$ cat src/rtl/regfile_writeback_arbiter_pkg.sv
// Shared types and widths for the register-file write-back arbiter.
package regfile_writeback_arbiter_pkg;

    localparam int unsigned RegIdxW = 5;
    localparam int unsigned DataW   = 32;

    localparam logic [RegIdxW-1:0] RegZero = '0;

    // One pending register-file write.
    typedef struct packed {
        logic [RegIdxW-1:0] idx;
        logic [DataW-1:0]   data;
    } wb_entry_t;

endpackage

$ cat src/rtl/regfile_writeback_arbiter_if.sv
// Handshake bundle between the pipeline/MDU/hazard unit and the write-back arbiter.
interface regfile_writeback_arbiter_if;
    import regfile_writeback_arbiter_pkg::*;

    logic               wb_valid;
    logic [RegIdxW-1:0] wb_reg;
    logic [DataW-1:0]   wb_data;
    logic               mdu_valid;
    logic               mdu_ready;
    logic [RegIdxW-1:0] mdu_reg;
    logic [DataW-1:0]   mdu_data;
    logic [RegIdxW-1:0] query_reg;
    logic               query_hit;
    logic               stall_req;
    logic               reg_write;
    logic [RegIdxW-1:0] write_reg;
    logic [DataW-1:0]   write_data;

    // Arbiter side.
    modport master (
        input  wb_valid, wb_reg, wb_data, mdu_valid, mdu_reg, mdu_data, query_reg,
        output mdu_ready, query_hit, stall_req, reg_write, write_reg, write_data
    );

    // Pipeline / MDU / hazard-unit side.
    modport slave (
        output wb_valid, wb_reg, wb_data, mdu_valid, mdu_reg, mdu_data, query_reg,
        input  mdu_ready, query_hit, stall_req, reg_write, write_reg, write_data
    );

endinterface

$ cat src/rtl/regfile_writeback_arbiter_wb_fifo.sv
// In-order FIFO of pending MDU writes with a parallel destination-tag lookup.
module regfile_writeback_arbiter_wb_fifo
    import regfile_writeback_arbiter_pkg::*;
#(
    parameter int unsigned Depth = 4
) (
    input  logic               clk_i,
    input  logic               rst_ni,
    input  logic               push_i,
    input  wb_entry_t          push_entry_i,
    input  logic               pop_i,
    output wb_entry_t          head_o,
    output logic               full_o,
    output logic               empty_o,
    input  logic [RegIdxW-1:0] query_reg_i,
    output logic               query_hit_o
);

    localparam int unsigned PtrW = $clog2(Depth);
    localparam int unsigned CntW = PtrW + 1;

    wb_entry_t       mem_q [Depth];
    logic [PtrW-1:0] wr_ptr_q, wr_ptr_d;
    logic [PtrW-1:0] rd_ptr_q, rd_ptr_d;
    logic [CntW-1:0] count_q, count_d;
    logic            push_ok, pop_ok;
    logic [PtrW-1:0] offs;

    assign full_o  = (count_q == CntW'(Depth));
    assign empty_o = (count_q == '0);
    assign push_ok = push_i && !full_o;
    assign pop_ok  = pop_i && !empty_o;
    assign head_o  = mem_q[rd_ptr_q];

    // Pointer and occupancy next state; pointers wrap naturally at Depth.
    always_comb begin
        wr_ptr_d = wr_ptr_q;
        rd_ptr_d = rd_ptr_q;
        count_d  = count_q;
        if (push_ok) wr_ptr_d = wr_ptr_q + PtrW'(1);
        if (pop_ok)  rd_ptr_d = rd_ptr_q + PtrW'(1);
        if (push_ok && !pop_ok) count_d = count_q + CntW'(1);
        if (!push_ok && pop_ok) count_d = count_q - CntW'(1);
    end

    // Pointer and occupancy registers.
    always_ff @(posedge clk_i or negedge rst_ni) begin
        if (!rst_ni) begin
            wr_ptr_q <= '0;
            rd_ptr_q <= '0;
            count_q  <= '0;
        end else begin
            wr_ptr_q <= wr_ptr_d;
            rd_ptr_q <= rd_ptr_d;
            count_q  <= count_d;
        end
    end

    // Entry storage; validity comes from the pointers, so no reset is needed.
    always_ff @(posedge clk_i) begin
        if (push_ok) mem_q[wr_ptr_q] <= push_entry_i;
    end

    // An entry is live when its distance from the read pointer is below the count.
    always_comb begin
        query_hit_o = 1'b0;
        offs        = '0;
        for (int unsigned i = 0; i < Depth; i++) begin
            offs = PtrW'(i) - rd_ptr_q;
            if ((CntW'(offs) < count_q) && (mem_q[i].idx == query_reg_i) &&
                (query_reg_i != RegZero)) begin
                query_hit_o = 1'b1;
            end
        end
    end

endmodule

$ cat src/rtl/regfile_writeback_arbiter.sv
// Merges pipeline WB writes and queued MDU results onto the single register-file write port.
module regfile_writeback_arbiter
    import regfile_writeback_arbiter_pkg::*;
#(
    parameter int unsigned Depth       = 4,
    parameter int unsigned StarveLimit = 8
) (
    input  logic                        clk_i,
    input  logic                        rst_ni,
    regfile_writeback_arbiter_if.master bus_io
);

    localparam int unsigned AgeW = $clog2(StarveLimit + 1);

    wb_entry_t          push_entry, head;
    logic               push, pop, wb_take;
    logic               fifo_full, fifo_empty;
    logic               reg_write_q, reg_write_d;
    logic [RegIdxW-1:0] write_reg_q, write_reg_d;
    logic [DataW-1:0]   write_data_q, write_data_d;
    logic [AgeW-1:0]    age_q, age_d;
    logic               stall_q, stall_d;

    // Register-0 results are acknowledged but never stored.
    assign push            = bus_io.mdu_valid && !fifo_full && (bus_io.mdu_reg != RegZero);
    assign push_entry.idx  = bus_io.mdu_reg;
    assign push_entry.data = bus_io.mdu_data;

    regfile_writeback_arbiter_wb_fifo #(
        .Depth (Depth)
    ) u_wb_fifo (
        .clk_i        (clk_i),
        .rst_ni       (rst_ni),
        .push_i       (push),
        .push_entry_i (push_entry),
        .pop_i        (pop),
        .head_o       (head),
        .full_o       (fifo_full),
        .empty_o      (fifo_empty),
        .query_reg_i  (bus_io.query_reg),
        .query_hit_o  (bus_io.query_hit)
    );

    // Slot select: a real pipeline write wins, otherwise the FIFO head drains.
    always_comb begin
        wb_take      = bus_io.wb_valid && (bus_io.wb_reg != RegZero);
        pop          = !wb_take && !fifo_empty;
        reg_write_d  = wb_take || pop;
        write_reg_d  = RegZero;
        write_data_d = '0;
        if (wb_take) begin
            write_reg_d  = bus_io.wb_reg;
            write_data_d = bus_io.wb_data;
        end else if (pop) begin
            write_reg_d  = head.idx;
            write_data_d = head.data;
        end
    end

    // Head-of-queue age and the stall request it drives.
    always_comb begin
        age_d   = age_q;
        stall_d = stall_q;
        if (fifo_empty || pop) begin
            age_d = '0;
        end else if (age_q != AgeW'(StarveLimit)) begin
            age_d = age_q + AgeW'(1);
        end
        if (pop) begin
            stall_d = 1'b0;
        end else if (age_q == AgeW'(StarveLimit)) begin
            stall_d = 1'b1;
        end
    end

    // Output and starvation state registers.
    always_ff @(posedge clk_i or negedge rst_ni) begin
        if (!rst_ni) begin
            reg_write_q  <= 1'b0;
            write_reg_q  <= RegZero;
            write_data_q <= '0;
            age_q        <= '0;
            stall_q      <= 1'b0;
        end else begin
            reg_write_q  <= reg_write_d;
            write_reg_q  <= write_reg_d;
            write_data_q <= write_data_d;
            age_q        <= age_d;
            stall_q      <= stall_d;
        end
    end

    assign bus_io.mdu_ready  = !fifo_full;
    assign bus_io.stall_req  = stall_q;
    assign bus_io.reg_write  = reg_write_q;
    assign bus_io.write_reg  = write_reg_q;
    assign bus_io.write_data = write_data_q;

endmodule
$ cat src/flat_wrapper.sv
// flat-port wrapper written by rule: the top's interface ports become plain ports
module regfile_writeback_arbiter_flat import regfile_writeback_arbiter_pkg::*;
#(
    parameter int unsigned Depth       = 4,
    parameter int unsigned StarveLimit = 8
)
  (clk_i, rst_ni, bus_io_wb_valid, bus_io_wb_reg, bus_io_wb_data, bus_io_mdu_valid, bus_io_mdu_reg, bus_io_mdu_data, bus_io_query_reg, bus_io_mdu_ready, bus_io_query_hit, bus_io_stall_req, bus_io_reg_write, bus_io_write_reg, bus_io_write_data);
  regfile_writeback_arbiter_if bus_io_i ();
  input  logic clk_i;
  input  logic rst_ni;
  input wire logic [$bits(bus_io_i.wb_valid)-1:0] bus_io_wb_valid;
  input wire logic [$bits(bus_io_i.wb_reg)-1:0] bus_io_wb_reg;
  input wire logic [$bits(bus_io_i.wb_data)-1:0] bus_io_wb_data;
  input wire logic [$bits(bus_io_i.mdu_valid)-1:0] bus_io_mdu_valid;
  input wire logic [$bits(bus_io_i.mdu_reg)-1:0] bus_io_mdu_reg;
  input wire logic [$bits(bus_io_i.mdu_data)-1:0] bus_io_mdu_data;
  input wire logic [$bits(bus_io_i.query_reg)-1:0] bus_io_query_reg;
  output wire logic [$bits(bus_io_i.mdu_ready)-1:0] bus_io_mdu_ready;
  output wire logic [$bits(bus_io_i.query_hit)-1:0] bus_io_query_hit;
  output wire logic [$bits(bus_io_i.stall_req)-1:0] bus_io_stall_req;
  output wire logic [$bits(bus_io_i.reg_write)-1:0] bus_io_reg_write;
  output wire logic [$bits(bus_io_i.write_reg)-1:0] bus_io_write_reg;
  output wire logic [$bits(bus_io_i.write_data)-1:0] bus_io_write_data;
  assign bus_io_i.wb_valid = bus_io_wb_valid;
  assign bus_io_i.wb_reg = bus_io_wb_reg;
  assign bus_io_i.wb_data = bus_io_wb_data;
  assign bus_io_i.mdu_valid = bus_io_mdu_valid;
  assign bus_io_i.mdu_reg = bus_io_mdu_reg;
  assign bus_io_i.mdu_data = bus_io_mdu_data;
  assign bus_io_i.query_reg = bus_io_query_reg;
  assign bus_io_mdu_ready = bus_io_i.mdu_ready;
  assign bus_io_query_hit = bus_io_i.query_hit;
  assign bus_io_stall_req = bus_io_i.stall_req;
  assign bus_io_reg_write = bus_io_i.reg_write;
  assign bus_io_write_reg = bus_io_i.write_reg;
  assign bus_io_write_data = bus_io_i.write_data;
  regfile_writeback_arbiter #(.Depth(Depth), .StarveLimit(StarveLimit)) u_core (.clk_i(clk_i), .rst_ni(rst_ni), .bus_io(bus_io_i));
endmodule
$ cat config.mk
export PLATFORM = sky130hd
export DESIGN_NAME = regfile_writeback_arbiter_flat
export DESIGN_NICKNAME = d
export VERILOG_FILES = /design/src/rtl/regfile_writeback_arbiter_pkg.sv /design/src/rtl/regfile_writeback_arbiter_if.sv /design/src/rtl/regfile_writeback_arbiter_wb_fifo.sv /design/src/rtl/regfile_writeback_arbiter.sv /design/src/flat_wrapper.sv
export SDC_FILE = /design/constraint.sdc
export NUM_CORES = 1
export LEC_CHECK = 0
export ABC_AREA = 1
export BUFFER_PORTS_ARGS = -buffer_cell sky130_fd_sc_hd__buf_4
export CORE_MARGIN = 10
export CORE_UTILIZATION = 30
export CTS_CLUSTER_DIAMETER = 30
export DETAILED_ROUTE_END_ITERATION = 7
export PLACE_DENSITY_LB_ADDON = 0.3
export SYNTH_ARGS = -nofsm -noshare
export SYNTH_HDL_FRONTEND = slang
export SYNTH_HIERARCHICAL = 1
export SYNTH_SLANG_ARGS = --single-unit
$ cat constraint.sdc
create_clock -name clk_i -period 3.82 [get_ports clk_i]
set_input_delay 0.382 -clock clk_i [delete_from_list [all_inputs] [get_ports clk_i]]
set_output_delay 0.382 -clock clk_i [all_outputs]
set_load 0.01 [all_outputs]
==> results.txt <==
count of cell types in the netlist: 35
# diodes: 0
TNS Setup: 0 ns
CP delay by family, top: simple AND/OR/NAND/NOR gates
Max-slew headroom: 26.7%
CTS Buf Count: 17
GP Congestion: 0.808
area of the mapped netlist: 8400 µm²
number of global-route vias before repair: 5589
#FFs+latches synth: 198
CTS Buffer Depth: 2
Die W: 187 µm
most frequent cells after synthesis: 169 x nand3_1, 148 x edfxtp_1, 92 x nand2_1
IO Port Bufs: 123
type of origin of the critical path: flip-flop
crit end category: output pin
Starting Density: 30.3%
async set or reset register ratio after synthesis: 25.3%
Worst Tran Pin Value: 1.10 ns
first-pass GRT wire length: 33.7 mm
Max FO, Critical Path: 11
DR DRC count: 0
gr usage total: 12.5%
CTS tree: yes
RR Startpoint: u_core/u_wb_fifo/count_q[0]
RSZ-0062 raised after global routing: false
routed wire length per instance: 18.6 µm
Worst Path Arrival: 2.20 ns
number of flip-flops in the largest register: 148
Routed WL: 21.7 mm
Post-DP HPWL: 13.6 mm
Pleak: 4.06 nW
Critical Path Slowest Stage Cell: dfrtp_2
CTS Hold Buffers Added: 0
Tcrit/Tclk final: 67.7%
Cells after Synth: 666
register area: 5700 µm²
syn_nets: 761
Area Overhead vs Synth: 22.2%
fmax: 387 MHz
Final setup viols: 0
Root Buffer: clkbuf_16
PwrDens: 726 nW/µm²
largest net degree at the start of global routing: 65
largest area contributor in the synthesized netlist: edfxtp_1
worst reg-to-reg path cell count: 9
clock sinks: 198
Multi-input gate area: 2350 µm²
Antenna Nets Post-Route: 0
total number of vias: 5391
crit-path cells: nand2_1, nand2_1, inv_2, ha_1, nand3_1, nand2_1, nor2_1, nand2_1, nand2_1, nor2_1, nor2_1, buf_4
Worst-path clk slew: 0.07 ns
worst hold path type: in -> async
Clock H-tree levels: 4
sequential share of the synthesized area: 67.8%
worst path bufs/invs: 2
max-cap violation count: 0
full die area: 35100 µm²
top post-synthesis cells by area: edfxtp_1 53%, dfrtp_1 15%, nand3_1 10%
Placement Cell Area: 9660 µm²
CP Data Required Time: 3.44 ns
fillcell total: 2688
VDD IR max: 382 µV
Boundary Pins: 124
Crit path largest cell delay: 0.52 ns
Starting DRT DRC Count: 296
drt first pass iters: 4
r2r setup slk: 1.36 ns
EDFF count, synth: 148
status: complete, no violations
Vias/cell: 4.62
Critical Path Stages: 12
Post-CTS Setup Bufs: 0
final core utilization: 37.1%
Core Rows: 61
Avg Synthesized Cell Area: 12.6 µm²
Most used DFF post-synth: edfxtp_1
cell repeated most along the worst path: nand2_1
top-count cell post-synth: nand3_1
die height: 187 µm
worst clock skew: 0.00980 ns
WS Path Type: reg -> out
fin area: 10300 µm²
post-layout min period: 2.59 ns
post-synth top area share: 52.9%
antenna violations before repair: 1
synth warn: 6
Slew Limit Fails: 0
Clock Latency Late Sink: 0.43 ns
Post-CTS Resized: 0
total grt overflow: 0
Worst setup startpoint: u_core/u_wb_fifo/rd_ptr_q[1]
fraction of layout cells with a size suffix above 1: 29.0%
final-report hold violation count: 0
Nets: 872
Core ar.: 27700 µm²
## worst register-to-register path: stages (launching register included)
cell	delay, ns
dfrtp_1	0.45
inv_2	0.08
nand2_2	0.10
nor2_1	0.06
inv_1	0.07
nand3_1	0.07
inv_1	0.10
o21ai_4	0.15
nor2_4	0.63
buf_4	0.41
## worst paths after layout
check | endpoint
worst max-delay path | bus_io_query_hit
worst min-delay path | u_core/bus_io.write_reg[2]
worst max register to register | u_core/u_wb_fifo/mem_q[1][26]
worst min register to register | u_core/u_wb_fifo/count_q[1]
max in group asynchronous | u_core/u_wb_fifo/rd_ptr_q[1]
min in group clk_i | u_core/u_wb_fifo/mem_q[3][1]
## routing by layer
layer | global-route usage [%] | vias to the layer above | wire (µm)
met1 | 15.9 | 2632 | 9820
li1 | - | 2606 | -
met2 | 20.1 | 127 | 10300
met5 | 0 | - | 20
met4 | 3.69 | 2 | 346
met3 | 3.56 | 24 | 1160
## final cells by class
cell class	instances	share of cell area [%]
flip-flops and latches	198	55.5
multi-input cells	390	22.9
repair buffers	131	9.58
well taps	378	4.61
clock buffers	17	4.14
clock inverters	15	1.79
inverters	39	1.47
## layout by cell type, fill, tap and decap left out
cell type	synthesis	routed
inv_12	0	1
buf_4	2	131
nand2_4	1	1
xnor2_1	9	9
edfxtp_1	148	148
nand3_4	1	1
fa_1	1	1
nand2_1	92	92
inv_6	1	5
a22oi_2	29	29
o21ai_1	1	1
o21ai_4	1	1
clkbuf_16	0	17
nor3_1	2	2
nand3_1	169	169
clkinv_2	0	2
a31oi_1	1	1
a22oi_1	7	7
nor2_2	3	2
o211ai_1	3	3
xor2_1	9	9
inv_8	0	4
a21oi_1	5	5
nor2_1	24	20
bufinv_16	0	2
nand2_2	2	2
dfrtp_1	50	48
o221ai_1	1	1
dfrtp_2	0	2
inv_2	10	11
clkinv_4	0	2
nand4_1	4	4
ha_1	11	11
nand3_2	10	10
nor2_4	1	6
o21ai_0	3	3
inv_1	28	27
## cell families (layout without fill, tap and decap cells)
logic type / after synthesis / in the layout / share of synthesized area, %
and+or+nand+nor: 309 / 309 / 17.7
DFF: 198 / 198 / 67.8
buffers and inverters: 78 / 202 / 4.60
AOI/OAI and AO/OA: 51 / 51 / 6.12
xor gates and xnor gates: 18 / 18 / 1.88
adders and majority gates: 12 / 12 / 1.88
## report_power, final
part           internal [W]  switching, W  total, W
Sequential          0.00285      0.000199   0.00305
Combinational      0.000886       0.00165   0.00253
Clock               0.00100      0.000866   0.00187
Total               0.00474       0.00271   0.00745
## stage by stage
step	std cells	total power (W)	hold WS, ns	worst slack (ns)
after global routing	1168	0.00794	0.0732	1.02
after floorplan	666	0.00477	0.0864	0.870
after CTS	1168	0.00758	0.0483	1.22
after detailed placement	1136	0.00569	0.505	1.03
final	1168	0.00745	0.0125	1.23
after global placement	1136	0.00567	0.489	1.04
(Power assumes the default switching activity.)
